===== src/rtl/adc_pipe_encoder_param.sv =====
`default_nettype none
// ============================================================================
// Module   : adc_pipe_encoder_param
// Purpose  : Pipelined 1.5-bit/stage ADC back-end with stage alignment,
//            overlap-add correction, invalid-code and clip flags.
// Revision : 1.0 - initial release
// ============================================================================
module adc_pipe_encoder_param #(
    parameter int NUM_STAGES = 2,
    parameter int LAST_BITS  = 1,
    parameter bit MSB_FIRST  = 1'b0,
    parameter int CNT_W      = 8
) (
    input  logic                            clock_i,
    input  logic                            reset_i,
    input  logic                            clear_i,
    input  logic                            valid_i,
    input  logic [3*NUM_STAGES-1:0]         d_stage_i,
    input  logic [LAST_BITS-1:0]            d_last_i,
    output logic [NUM_STAGES+LAST_BITS-1:0] d_o,
    output logic                            valid_o,
    output logic                            ovr_o,
    output logic                            err_o,
    output logic [CNT_W-1:0]                err_cnt_o
);
    localparam int               OUT_W     = NUM_STAGES + LAST_BITS;
    localparam logic [CNT_W-1:0] c_cnt_max = '1;

    logic [2*NUM_STAGES-1:0] w_al_code;
    logic [NUM_STAGES-1:0]   w_al_err;

    // Each stage is decoded on arrival, then delayed so every stage of a sample
    // emerges in the same cycle as that sample's final flash code.
    for (genvar k = 0; k < NUM_STAGES; k++) begin : g_stage
        localparam int c_depth = NUM_STAGES - k;

        logic [2:0] w_raw;
        logic [1:0] w_code;
        logic       w_inv;
        logic [2:0] r_sr [c_depth];

        assign w_raw = d_stage_i[3*k +: 3];

        always_comb begin
            w_code = 2'd1;
            w_inv  = 1'b0;
            case (w_raw)
                3'b001:  w_code = 2'd0;
                3'b010:  w_code = 2'd1;
                3'b100:  w_code = 2'd2;
                default: w_inv  = 1'b1;
            endcase
        end

        always_ff @(posedge clock_i or posedge reset_i) begin
            if (reset_i) begin
                for (int i = 0; i < c_depth; i++) r_sr[i] <= '0;
            end else begin
                r_sr[0] <= {w_inv, w_code};
                for (int i = 1; i < c_depth; i++) r_sr[i] <= r_sr[i-1];
            end
        end

        assign w_al_code[2*k +: 2] = r_sr[c_depth-1][1:0];
        assign w_al_err[k]         = r_sr[c_depth-1][2];
    end

    // Overlap-add: the full-scale sum is exactly 2^OUT_W-1, so OUT_W bits never overflow.
    logic [OUT_W-1:0] w_sum;
    always_comb begin
        w_sum = OUT_W'(d_last_i);
        for (int j = 0; j < NUM_STAGES; j++) begin
            w_sum = w_sum + (OUT_W'(w_al_code[2*j +: 2]) << (NUM_STAGES - 1 - j + LAST_BITS - 1));
        end
    end

    logic [OUT_W-1:0] w_word;
    if (MSB_FIRST) begin : g_msb_first
        assign w_word = w_sum;
    end else begin : g_msb_last
        for (genvar i = 0; i < OUT_W; i++) begin : g_rev
            assign w_word[i] = w_sum[OUT_W-1-i];
        end
    end

    logic w_ovr;
    logic w_err;
    assign w_ovr = (w_sum == '0) || (w_sum == '1);
    assign w_err = |w_al_err;

    logic [OUT_W-1:0]    r_d;
    logic                r_ovr;
    logic                r_err;
    logic [NUM_STAGES:0] r_vpipe;
    logic [CNT_W-1:0]    r_cnt;

    always_ff @(posedge clock_i or posedge reset_i) begin
        if (reset_i) begin
            r_d     <= '0;
            r_ovr   <= 1'b0;
            r_err   <= 1'b0;
            r_vpipe <= '0;
            r_cnt   <= '0;
        end else begin
            r_d   <= w_word;
            r_ovr <= w_ovr;
            r_err <= w_err;
            if (clear_i) begin
                r_vpipe <= '0;
                r_cnt   <= '0;
            end else begin
                r_vpipe <= {r_vpipe[NUM_STAGES-1:0], valid_i};
                if (r_vpipe[NUM_STAGES] && r_err && (r_cnt != c_cnt_max)) begin
                    r_cnt <= r_cnt + CNT_W'(1);
                end
            end
        end
    end

    assign d_o       = r_d;
    assign ovr_o     = r_ovr;
    assign err_o     = r_err;
    assign valid_o   = r_vpipe[NUM_STAGES];
    assign err_cnt_o = r_cnt;

endmodule
`default_nettype wire

===== config.mk =====
export PLATFORM = sky130hd
export DESIGN_NAME = adc_pipe_encoder_param
export DESIGN_NICKNAME = d
export VERILOG_FILES = /design/src/rtl/adc_pipe_encoder_param.sv
export SDC_FILE = /design/constraint.sdc
export NUM_CORES = 1
export LEC_CHECK = 0
export CAP_MARGIN = 0
export CORE_AREA = 2 2 54 56
export DETAILED_ROUTE_END_ITERATION = 8
export DIE_AREA = 0 0 56 58
export HOLD_SLACK_MARGIN = 0.03
export PLACE_DENSITY = 0.72
export SLEW_MARGIN = 25
export SYNTH_ARGS = -nofsm -noshare
export SYNTH_HDL_FRONTEND = slang
export SYNTH_SLANG_ARGS = --single-unit

===== constraint.sdc =====
create_clock -name clock_i -period 2.3 [get_ports clock_i]
set_input_delay 0.46 -clock clock_i [delete_from_list [all_inputs] [get_ports clock_i]]
set_output_delay 0.46 -clock clock_i [all_outputs]
set_load 0.03 [all_outputs]

==> results of run 1 <==
[state kept, by name, summed over array words and instances (netlist names)]
signal and count:
d_o 3, err_cnt_o 8, err_o 1, g_stage.r_sr 9, ovr_o 1, r_vpipe 3
[cell families (layout without fill, tap and decap cells)]
| family | after synthesis | in the layout | share of synthesized area |
|---|---|---|---|
| AOI/OAI and AO/OA | 14 | 14 | 0.1061 |
| xor gates and xnor gates | 4 | 4 | 0.03229 |
| adders and majority gates | 3 | 3 | 0.04152 |
| buffers and inverters | 4 | 30 | 0.02422 |
| DFF | 25 | 25 | 0.5767 |
| muxes | 3 | 3 | 0.03691 |
| and+or+nand+nor | 32 | 32 | 0.1822 |
[metal layers]
layer | vias to the layer above | part of all wire
li1 | 350 | -
met1 | 354 | 0.44
met2 | 18 | 0.51
met3 | 2 | 0.038
met4 | 0 | 0.016
met5 | - | 0
[worst reg2reg max path: stages, from the launching register on]
cell and delay [ps]:
dfrtp_1 390, ha_1 190, fa_1 370, xor2_1 190, or3_1 300, nand2_1 70
[power by group]
part,switching [uW],internal [uW]
registers,9.03,466
logic,66.7,58.5
clock network,121,64.8
total,196,589
[cell usage in the layout (no fill, tap or decap), types with 2 or more instances in the layout]
| cell type | synthesis | routed |
|---|---|---|
| a21oi_1 | 2 | 2 |
| a311oi_1 | 3 | 3 |
| a31oi_1 | 3 | 3 |
| and2_1 | 4 | 4 |
| clkbuf_4 | 0 | 3 |
| clkdlybuf4s50_1 | 0 | 24 |
| dfrtp_1 | 25 | 25 |
| ha_1 | 2 | 2 |
| mux2_4 | 2 | 2 |
| nand2_1 | 2 | 2 |
| nand2b_1 | 4 | 4 |
| nand3_1 | 2 | 2 |
| nor2_1 | 4 | 4 |
| nor2b_1 | 6 | 6 |
| nor3b_1 | 2 | 2 |
| o21ai_0 | 2 | 2 |
| xor2_1 | 4 | 4 |
[per-stage QoR]
stage	power, uW	hold WS (ps)	worst slack (ps)
3_3_place_gp	606.9	333.5	247.3
2_1_floorplan	551.6	331.2	684.9
6_report	785.4	366.7	346.2
5_1_grt	829.3	386.1	265.0
3_5_place_dp	611.2	339.7	216.0
4_1_cts	800.6	370.4	333.3
[layout make-up]
class                           count  area share
Sequential cell                    25      0.4545
Inverter                            1    0.002727
Tap cell                           31     0.02818
Clock inverter                      1    0.003636
Multi-Input combinational cell     56      0.3145
Timing Repair Buffer               25      0.1800
Clock buffer                        3     0.01636
[worst paths after layout]
check / endpoint / slack [ps] / cells past startpoint
worst min-delay path: g_stage[0].r_sr[0] / 370 / 0
worst min register to register: g_stage[0].r_sr[0] / 370 / 0
min in group asynchronous: err_cnt_o[4] / 490 / 3
worst max register to register: ovr_o / 750 / 5
worst max-delay path: err_cnt_o[3] / 350 / 1
max in group asynchronous: g_stage[0].r_sr[5] / 1580 / 3
==> flow_summary.json, run 1 <==
{
  "antenna_found_initial": 0,
  "syn_avg_cell_area_um2": 12.76,
  "clock-sinks": 25,
  "period_minus_slack_ps": 1954,
  "drive_gt1_frac": 0.1081,
  "fmax_mhz": 511.8,
  "multi_input_area_um2": 432.9,
  "cts_tree": "done",
  "use_met2": 0.1832,
  "crit_path_end_kind": "output port",
  "path_class": "flop to output port",
  "grt_pass1_vias": 676,
  "synth_top_area_frac": 0.5767,
  "crit_arrival_ps": 1490,
  "min_from": "g_stage[0].r_sr[3]",
  "finalClockSkew_ps": 3.950,
  "final_util": 0.5169,
  "crit_path_start": "err_cnt_o[3]",
  "ff_latch_area_um2": 625.6,
  "drt_wl_total_um": 1718,
  "run_status": "complete, no violations",
  "slew_violations": 0,
  "busiest_layer": "met2",
  "tns_ps": 0,
  "cts-resized-gates": 0,
  "postCtsSetupBuffers": 0,
  "clock_latency_ps": 300,
  "power.density_mw_per_mm2": 570.6,
  "slew_headroom": 0.6764,
  "worst_slew_pin_slew_ps": 483.9,
  "synth_area_leaders": "dfrtp_1 (58%), nor2b_1 (3.5%), xor2_1 (3.2%)",
  "syn_to_final_growth_pct": 26.87,
  "cap_violations": 0,
  "grt_max_degree": 26,
  "dieArea_mm2": 0.003248,
  "start_kind": "flop",
  "synthesis.nets": 99,
  "vias": 724,
  "dpl_cell_area_mm2": 0.001349,
  "vias_per_cell": 5.099,
  "setup_viol": 0,
  "cts-buffers-inserted": 3,
  "synth_cell_types": 33,
  "p_leak_uw": 0.0005797,
  "crit_buf_inv": 1,
  "synth_common_cells": "dfrtp_1 (25), nor2b_1 (6)",
  "core-area_mm2": 0.002663,
  "r2r_start": "g_stage[1].r_sr[0]",
  "rows": 19,
  "slowest_delay_ps": 710,
  "fp.dieH_um": 58,
  "grt_overflow_total": 0,
  "period_share": 0.8495,
  "cp_max_fo": 7,
  "synth-seq-area-share": 0.5767,
  "finalHoldViolCount": 0,
  "placedCellCount": 138,
  "ys.flop_type": "dfrtp_1",
  "fin_cells": 142,
  "cts.htree.levels": 1,
  "dp_hpwl_um": 1292,
  "synth.most_common_cell": "dfrtp_1",
  "stdcell_area_mm2": 0.001376,
  "synth-seq-cells": 25,
  "met3_usage": 0.01563,
  "critPathSlowestCell": "clkdlybuf4s50_1",
  "cts.path.max_buffers": 2,
  "syn-cell-area_mm2": 0.001085,
  "crit_family": "buffers and inverters",
  "synth_edf_count": 0,
  "grt_pass1_wl_um": 2967,
  "die_w_um": 56,
  "portBuffers": 24,
  "yosysTopAreaCell": "dfrtp_1",
  "cts_root_buf": "clkbuf_4",
  "ios": 25,
  "synthCells": 85,
  "crit_chain": "clkdlybuf4s50_1",
  "finalNetCount": 126,
  "hold_class": "flop to flop",
  "grt_setup_unrepaired": "no",
  "ant_nets": 0,
  "ctsHoldBuffers": 0,
  "ir_drop_v": 0.0003190,
  "clk_pin_slew_ps": 130,
  "dr.pass1.iters": 4,
  "worstPathRequired_ps": 1840,
  "wl_per_cell_um": 12.10,
  "fill_cells": 240,
  "drcViolationCount": 0,
  "start_util": 0.4074,
  "yosysWarnings": 0,
  "grtUsageMet1": 0.1574,
  "gp_congestion": 0.8072,
  "drtIter0Drc": 18,
  "synthArstFlopShare": 1.000,
  "track_usage": 0.1173,
  "diodes": 0
}
No activity file was read; power rests on OpenSTA's default activity.
==> run 2: changes to the inputs <==
--- a/config.mk
+++ b/config.mk
@@ -10,7 +10,7 @@
 export DETAILED_ROUTE_END_ITERATION = 8
 export DIE_AREA = 0 0 56 58
 export HOLD_SLACK_MARGIN = 0.03
-export PLACE_DENSITY = 0.72
+export PLACE_DENSITY = 0.75
 export SLEW_MARGIN = 25
 export SYNTH_ARGS = -nofsm -noshare
 export SYNTH_HDL_FRONTEND = slang
==> constraint.sdc (replaced) <==
create_clock -name clock_i -period 1.7 [get_ports clock_i]
set_input_delay 0.34 -clock clock_i [delete_from_list [all_inputs] [get_ports clock_i]]
set_output_delay 0.34 -clock clock_i [all_outputs]
set_load 0.03 [all_outputs]
==> flow_summary.json, run 2 (synthesized netlist as in run 1, its figures left out) <==
{
  "top_layer_used": "met4",
  "syn_to_final_growth_pct": 28.37,
  "r2r_slack_ps": 140,
  "ctsHoldBuffers": 0,
  "grt_pass1_vias": 764,
  "finalClockSkew_ps": 1.738,
  "dr.pass1.iters": 4,
  "dr_wl_met2_um": 968,
  "vias_per_cell": 5.264,
  "critPathSlowestCell": "clkdlybuf4s50_1",
  "gp_congestion": 0.7247,
  "ir_drop_v": 0.0004564,
  "p_leak_uw": 0.0006750,
  "cts-buffers-inserted": 3,
  "cts_root_buf": "clkbuf_4",
  "cts.path.max_buffers": 2,
  "pre_cts_slack_ps": -279.7,
  "clock-sinks": 25,
  "slew_headroom": 0.7884,
  "regMostFlops": "g_stage.r_sr",
  "period_minus_slack_ps": 1623,
  "start_util": 0.4074,
  "dieArea_mm2": 0.003248,
  "grt_overflow_total": 0,
  "drive_gt1_frac": 0.1239,
  "path_class": "primary input to flop",
  "dp_hpwl_um": 1435,
  "grt_pass1_wl_um": 3229,
  "power.density_mw_per_mm2": 782.2,
  "finalNetCount": 128,
  "finalHoldViolCount": 0,
  "grt_setup_unrepaired": "no",
  "crit_chain": "clkdlybuf4s50_1 > ha_1 > fa_1 > xor2_1 > or3_1 > nand2_1",
  "crit_arrival_ps": 1890,
  "grt_max_degree": 26,
  "slew_violations": 0,
  "hold_class": "primary input to asynchronous set/reset pin",
  "holdWs_ps": 342.1,
  "postCtsSetupBuffers": 0,
  "portBuffers": 24,
  "cts.htree.levels": 1,
  "worst_slew_pin_slew_ps": 316.9,
  "cts_tree": "done",
  "ios": 25,
  "fin_cells": 144,
  "final_common_cell": "dfrtp_1",
  "drcViolationCount": 0,
  "layout_common_cells": "dfrtp_1 (25), clkdlybuf4s50_1 (10), dlygate4sd2_1 (10)",
  "cap_violations": 0,
  "track_usage": 0.1245,
  "drtIter0Drc": 7,
  "drt_wl_total_um": 1864,
  "worstPathRequired_ps": 1970,
  "antenna_found_initial": 0,
  "fmax_mhz": 616.2,
  "largest_reg_flops": 9,
  "ant_nets": 0,
  "rows": 19,
  "m1WireLength_um": 761,
  "period_share": 0.9546,
  "die_w_um": 56,
  "vias": 758,
  "core-area_mm2": 0.002663,
  "final_util": 0.5230,
  "dr_wl_met3_um": 84,
  "slowest_delay_ps": 410,
  "clk_pin_slew_ps": 140,
  "placedCellCount": 140,
  "wl_per_cell_um": 12.94,
  "crit_path_end_kind": "flop",
  "start_kind": "primary input",
  "cp_max_fo": 2,
  "fp.dieH_um": 58,
  "run_status": "complete, no violations",
  "fin_ws_ps": 77.21,
  "clock_latency_ps": 320,
  "setup_viol": 0,
  "diodes": 0
}
-- run 2: what timing repair did --
| item | 4_1_cts | 5_1_grt |
|---|---|---|
| setup endpoints to repair | 10 | 4 |
| resized for setup | 10 | 4 |
| gates cloned | 0 | 0 |
-- run 2: path summary, 6_finish.rpt --
path | start | endpoint | depth (start not counted)
worst max-delay path | d_last_i | ovr_o | 6
max in group asynchronous | reset_i | err_cnt_o[2] | 3
worst max register to register | g_stage[1].r_sr[0] | ovr_o | 5
min in group clock_i | g_stage[0].r_sr[3] | g_stage[0].r_sr[0] | 0
worst min-delay path | reset_i | ovr_o | 3
worst min register to register | g_stage[0].r_sr[3] | g_stage[0].r_sr[0] | 0
-- run 2: per-stage QoR --
stage               total power, uW  setup TNS [ps]  instance area [um2]
floorplan                     746.2               0                 1085
global placement              827.2          -255.1                 1364
detailed placement            835.5          -350.8                 1364
CTS                            1111               0                 1383
global route                   1148               0                 1393
finish                         1089               0                 1393
-- run 2: power by group --
| group | total [uW] | leakage [uW] | internal (uW) | switching [uW] |
|---|---|---|---|---|
| Combinational | 172 | 0.000343 | 79.7 | 92.3 |
| Clock | 275 | 0.0000183 | 95.8 | 180 |
| Sequential | 642 | 0.000314 | 630 | 11.8 |
-- run 2: layout make-up --
| class | count | area, um2 |
|---|---|---|
| tap | 31 | 38.79 |
| sequential | 25 | 625.6 |
| clock buffer | 3 | 22.52 |
| multi-input combinational | 56 | 432.9 |
| fill | 246 | 1270 |
| timing repair buffer | 27 | 260.3 |
| clock inverter | 1 | 8.758 |
| inverter | 1 | 3.754 |
-- run 2: critical path, delay by kind of cell --
family / cells / cell delay, ps
buffers and inverters: 1 / 410
adders and majority gates: 2 / 590
and+or+nand+nor: 2 / 390
xor gates and xnor gates: 1 / 180
-- run 2: routing by layer --
metal | global-route usage | vias up
met3 | 0.01786 | 7
met5 | 0 | -
li1 | - | 362
met2 | 0.2336 | 19
met1 | 0.1382 | 370
met4 | 0.06122 | 0
